### config.mk
export PLATFORM = sky130hd
export DESIGN_NAME = mux_1bit
export DESIGN_NICKNAME = d
export VERILOG_FILES = /design/src/rtl/mux_1bit_core.sv /design/src/rtl/mux_1bit.sv
export SDC_FILE = /design/constraint.sdc
export NUM_CORES = 1
export LEC_CHECK = 0
export ABC_AREA = 1
export ABC_CLOCK_PERIOD_IN_PS = 1650
export BUFFER_PORTS_ARGS = -buffer_cell sky130_fd_sc_hd__buf_2
export CORE_AREA = 2 2 39 41
export CTS_BUF_LIST = sky130_fd_sc_hd__clkbuf_8
export DETAILED_ROUTE_END_ITERATION = 10
export DIE_AREA = 0 0 41 43
export MAX_ROUTING_LAYER = met4
export PLACE_DENSITY = 0.67
export RECOVER_POWER = 100
export REMOVE_ABC_BUFFERS = 1
export SYNTH_ARGS = -nofsm -noshare
export SYNTH_HDL_FRONTEND = slang
export SYNTH_SLANG_ARGS = --single-unit
export TNS_END_PERCENT = 100
### constraint.sdc
create_clock -name clk -period 1.65 [get_ports clk]
set_input_delay 0.2475 -clock clk [delete_from_list [all_inputs] [get_ports clk]]
set_output_delay 0.2475 -clock clk [all_outputs]
set_load 0.02 [all_outputs]
### src/rtl/mux_1bit_core.sv
// Pure combinational 2:1 single-bit select. Standard ?: semantics, so an unknown
// select resolves to a only when both data inputs agree.
module mux_1bit_core (
  input  logic a,
  input  logic b,
  input  logic sel,
  output logic y
);

  assign y = sel ? b : a;

endmodule

### src/rtl/mux_1bit.sv
// 2:1 single-bit mux with a clocked shadow stage: registered copy of the output
// and a saturating count of select transitions for debug visibility.
module mux_1bit #(
  parameter int   CNT_W   = 8,
  parameter logic RESET_Y = 1'b0
) (
  input  logic             clk,
  input  logic             rst_n,
  input  logic             a,
  input  logic             b,
  input  logic             sel,
  output logic             y,
  output logic             y_q,
  output logic             y_q_valid,
  output logic [CNT_W-1:0] sel_chg_cnt
);

  localparam logic [CNT_W-1:0] CNT_MAX  = {CNT_W{1'b1}};
  localparam logic [CNT_W-1:0] CNT_ONE  = CNT_W'(1);
  localparam logic [CNT_W-1:0] CNT_ZERO = {CNT_W{1'b0}};

  logic             y_s;
  logic             y_q_r;
  logic             valid_r;
  logic             sel_d_r;
  logic [CNT_W-1:0] cnt_r;

  mux_1bit_core u_core (
    .a   (a),
    .b   (b),
    .sel (sel),
    .y   (y_s)
  );

  // Shadow registers; the first post-reset sample is never counted because sel_d_r
  // has not yet seen a real select value.
  always_ff @(posedge clk) begin
    if (!rst_n) begin
      y_q_r   <= RESET_Y;
      valid_r <= 1'b0;
      sel_d_r <= 1'b0;
      cnt_r   <= CNT_ZERO;
    end else begin
      y_q_r   <= y_s;
      valid_r <= 1'b1;
      sel_d_r <= sel;
      if (valid_r && (sel != sel_d_r) && (cnt_r != CNT_MAX)) begin
        cnt_r <= cnt_r + CNT_ONE;
      end else begin
        cnt_r <= cnt_r;
      end
    end
  end

  assign y           = y_s;
  assign y_q         = y_q_r;
  assign y_q_valid   = valid_r;
  assign sel_chg_cnt = cnt_r;

endmodule

; ---- Word-level counts from Yosys, hierarchy flattened
; Cells that the tools add are included.
[classes]
addsub = 1
multipliers = 0
n_div = 0
magnitude_cmp = 0
eq_ne = 2
n_shift = 0
mux = 2
n_bitwise = 0
reduce_logical = 2
[ops]
columns = cell, count
row1 = $add 8x1->8 const B, 1
row2 = $ne 8x8->1 const B, 1
row3 = $logic_and 1x1->1, 2
row4 = $mux 1, 2
row5 = $ne 1x1->1, 1
[word_totals]
register_bits = 11
latchBits = 0
ramBits = 0
mem_bits_ro = 0
inputBits = 5
memories = 0

; ---- Logic depth before layout (Yosys ltp)
[depth]
word_depth = 3
depth_mapped = 8

; ---- By module
; Synthesis repeated with hierarchy kept, for this count alone.
[hier_totals]
cells_unflattened = 89
hier_area_um2 = 601.8
[modules_own_cells]
columns = mod, instances, cells_each, area_each_um2
row1 = mux_1bit, 1, 85, 586.8
row2 = mux_1bit_core, 1, 4, 15.0

; ---- Worst setup path after synthesis
; Ideal clock, no wire load.
[synth_timing]
path_kind = flip-flop to flip-flop
from = reg cnt_r[0], in the netlist sel_chg_cnt[0]
to = reg cnt_r[0], in the netlist sel_chg_cnt[0]
arrival_time_ps = 1255
setup_slack_ps = 279
path_stages_with_launch = 9
n_path_buf = 0
cell_sequence = dfxtp_1 > ha_1 > inv_1 > nor2_2 > nand2_2 > nand2_2 > inv_1 > nor2_1 > nor2_1
[synth_between]
elab_chain_len = 2
[synth_rtl]
columns = item, line
row1 = "start, declared", mux_1bit.sv:26  ; logic [CNT_W-1:0] cnt_r;
row2 = "start signal, assigned", mux_1bit.sv:48  ; cnt_r <= cnt_r + CNT_ONE;
row3 = "start signal, assigned", mux_1bit.sv:50  ; cnt_r <= cnt_r;
row4 = branches (longest 2 deep; another with $add 8x1->8), --
; Parallel ways; which one is timed is not known.
; A chain may end at the register's enable or synchronous reset.

; ---- Worst setup path in the final report
[layout_timing]
from = reg cnt_r[0], in the netlist sel_chg_cnt[0]
to = reg cnt_r[1], in the netlist sel_chg_cnt[1]
; The elaborated chain is that of the path after synthesis.

==> impl_metrics.toml <==
[placement]
dp_hpwl_um = 792
place_ws_ns = 0.3165
dpl-instance-area_um2 = 658.1
port-buffer-count = 15
place_congestion = 0.8129

[pwr]
seqPwrFrac = 0.455
power_frac_clock = 0.446
internal_power_uw = 460.3
comb_power_share = 0.098
ir_drop_mv = 0.4306
p_switching_uw = 157.2
p_leak_uw = 0.0003241
powerDensity_nw_per_um2 = 898.9
switching_share = 0.2545

[clock_tree]
htreeDepth = 1
cts_tree = "done"
clockBufferDepth = 2
clk_latency_ns = 0.24
cts_setup_buffers = 0
path_clk_slew_ns = 0.05
holdBufCountCts = 0
cts_buffers = 3
cts_root_buf = "clkbuf_8"
cts_resized = 0
clock-sinks = 11

[synthesis]
netlist_instances = 86
avgSynthCellArea_um2 = 6.605
synth_warnings = 0
syn_area_um2 = 568.0
ys_ff_latch = 11
ys_seq_area_frac = 0.3877
synth_cell_type_count = 15

[run_status]
outcome = "finished, final reports clean"

[drt]
drc = 0
first_pass_iters = 4
wirelength_um = 1112
wl_per_cell_um = 9.267
vias = 558
drt_iter0_drc = 12
ant_nets = 0
via_per_inst = 4.650

[worst_setup_path]
reg2reg_from = "sel_chg_cnt[0]$_SDFFE_PN0P_"
worstSetupStartpointType = "flip-flop"
rr_worst_depth = 8
critPathLaunch = "sel_chg_cnt[0]$_SDFFE_PN0P_"
cp_max_fo = 6
cp_data_arrival_time_ns = 1.51
reg2reg_slack_ns = 0.27
cp.required_ns = 1.78
crit_type = "flip-flop to flip-flop"
reg2reg_to = "sel_chg_cnt[1]$_SDFFE_PN0P_"
end_kind = "flip-flop"
endpoint = "sel_chg_cnt[1]$_SDFFE_PN0P_"

[floorplan]
fp.dieH_um = 43
ios = 16
start_util = 0.4105
core_um2 = 1384
die_w_um = 41
die_area_um2 = 1763
rows = 14

[final_layout]
finalInstanceArea_um2 = 686.9
area_growth_pct = 20.93
layout_commonest_cell = "nand2_1"
layout_common_cells = "22 x nand2_1, 18 x nor2_1, 13 x inv_1"
nets = 111
diodes = 0
drive_gt1_frac = 0.1250

[sta]
maxSlewViolCount = 0
final-setup-viol-count = 0
max-slew-margin-rel = 0.7322
tightest_slew_ns = 0.4018
fin_skew_ns = 0.002676
setup_tns_ns = 0
final.setup.worst_slack_ns = 0.2731
fin_crit_ns = 1.377
period_share = 0.8345
max_freq_mhz = 726.3
finalHoldWorstSlack_ns = 0.2801
rsz0062_at_grt = "false"
final_hold_viol_count = 0

[grt]
grt_pass1_wl_um = 1904
antenna_found_initial = 0
grt_start_max_net_pins = 11
grt_pass1_vias = 478
grt_usage = 0.1651
overflow = 0

[hold_path]
min_path_type = "input pin to flip-flop"

[flow_run]
maxCapViolations = 0
-- state kept, by name, indices dropped and copies added (netlist names) --
signal	cells
sel_d_r	1
y_q_valid	1
y_q	1
sel_chg_cnt	8
-- synthesized netlist by cell type, drive strengths merged --
master	n	area, um^2
xor2	1	8.760
o21ai	3	15.01
nand2	24	97.60
nor2	21	100.1
a31oi	1	6.260
a21oi	2	13.76
ha	1	12.51
nand3	8	40.04
buf	1	5.000
dfxtp	11	220.2
inv	13	48.80
-- how the worst min path moves through the flow --
stage | slack [ns] | cells after the start | from | end
3_3_place_gp | 0.49 | 1 | rst_n | y_q_valid$_DFF_P_
4_1_cts | 0.24 | 1 | rst_n | y_q_valid$_DFF_P_
6_report | 0.28 | 3 | a | y_q$_SDFF_PN0_
3_5_place_dp | 0.49 | 1 | rst_n | y_q_valid$_DFF_P_
5_1_grt | 0.31 | 3 | a | y_q$_SDFF_PN0_
2_1_floorplan | 0.28 | 0 | rst_n | y_q_valid$_DFF_P_
-- cell families after synthesis --
logic type,synth area share
DFF,0.3877
adders and majority gates,0.02202
buffers and inverters,0.09471
AOI/OAI and AO/OA,0.06167
and+or+nand+nor,0.4185
xor gates and xnor gates,0.01542
-- worst max-delay path, stage by stage, from the launching register on --
cell and delay, ns:
dfxtp_1 0.39, ha_1 0.25, inv_1 0.07, nor2_2 0.12, nand2_1 0.15, nand2_2 0.11, inv_1 0.05, nor2_1 0.09
nor2_1 0.05
-- final cells by class --
type / instances / area [um^2]
clock buffer: 3 / 41.29
clock inverter: 1 / 5.005
fill: 143 / 696.9
inverter: 13 / 48.80
multi-input combinational: 61 / 291.5
sequential: 11 / 220.2
tap: 16 / 20.02
timing repair buffer: 15 / 60.06
-- routing by layer --
| layer | vias up | part of all wire | global-route usage | wire (um) |
|---|---|---|---|---|
| met5 | - | 0 | - | 0 |
| met1 | 244 | 0.47 | 0.2143 | 528 |
| li1 | 296 | - | - | - |
| met4 | 0 | 0.028 | 0.1000 | 31 |
| met3 | 4 | 0.044 | 0.04712 | 49 |
| met2 | 14 | 0.45 | 0.2188 | 502 |
-- per-stage QoR --
stage                     total power [uW]  cells  utilization
after floorplan                      328.2     85            -
after global placement               349.6    116       0.4756
after detailed placement             351.3    116       0.4756
after CTS                            630.8    120       0.5090
after global routing                 644.5    120       0.4964
final                                617.5    120       0.4964
-- power groups by stage --
stage	sequential (uW)	combinational, uW	clock [uW]
2_1_floorplan	295	32.8	0
3_3_place_gp	286	63.1	0
3_5_place_dp	287	64.4	0
4_1_cts	281	64.6	285
5_1_grt	282	69.9	292
6_report	281	60.8	276
Note: power is estimated with default switching activity, not from simulation.
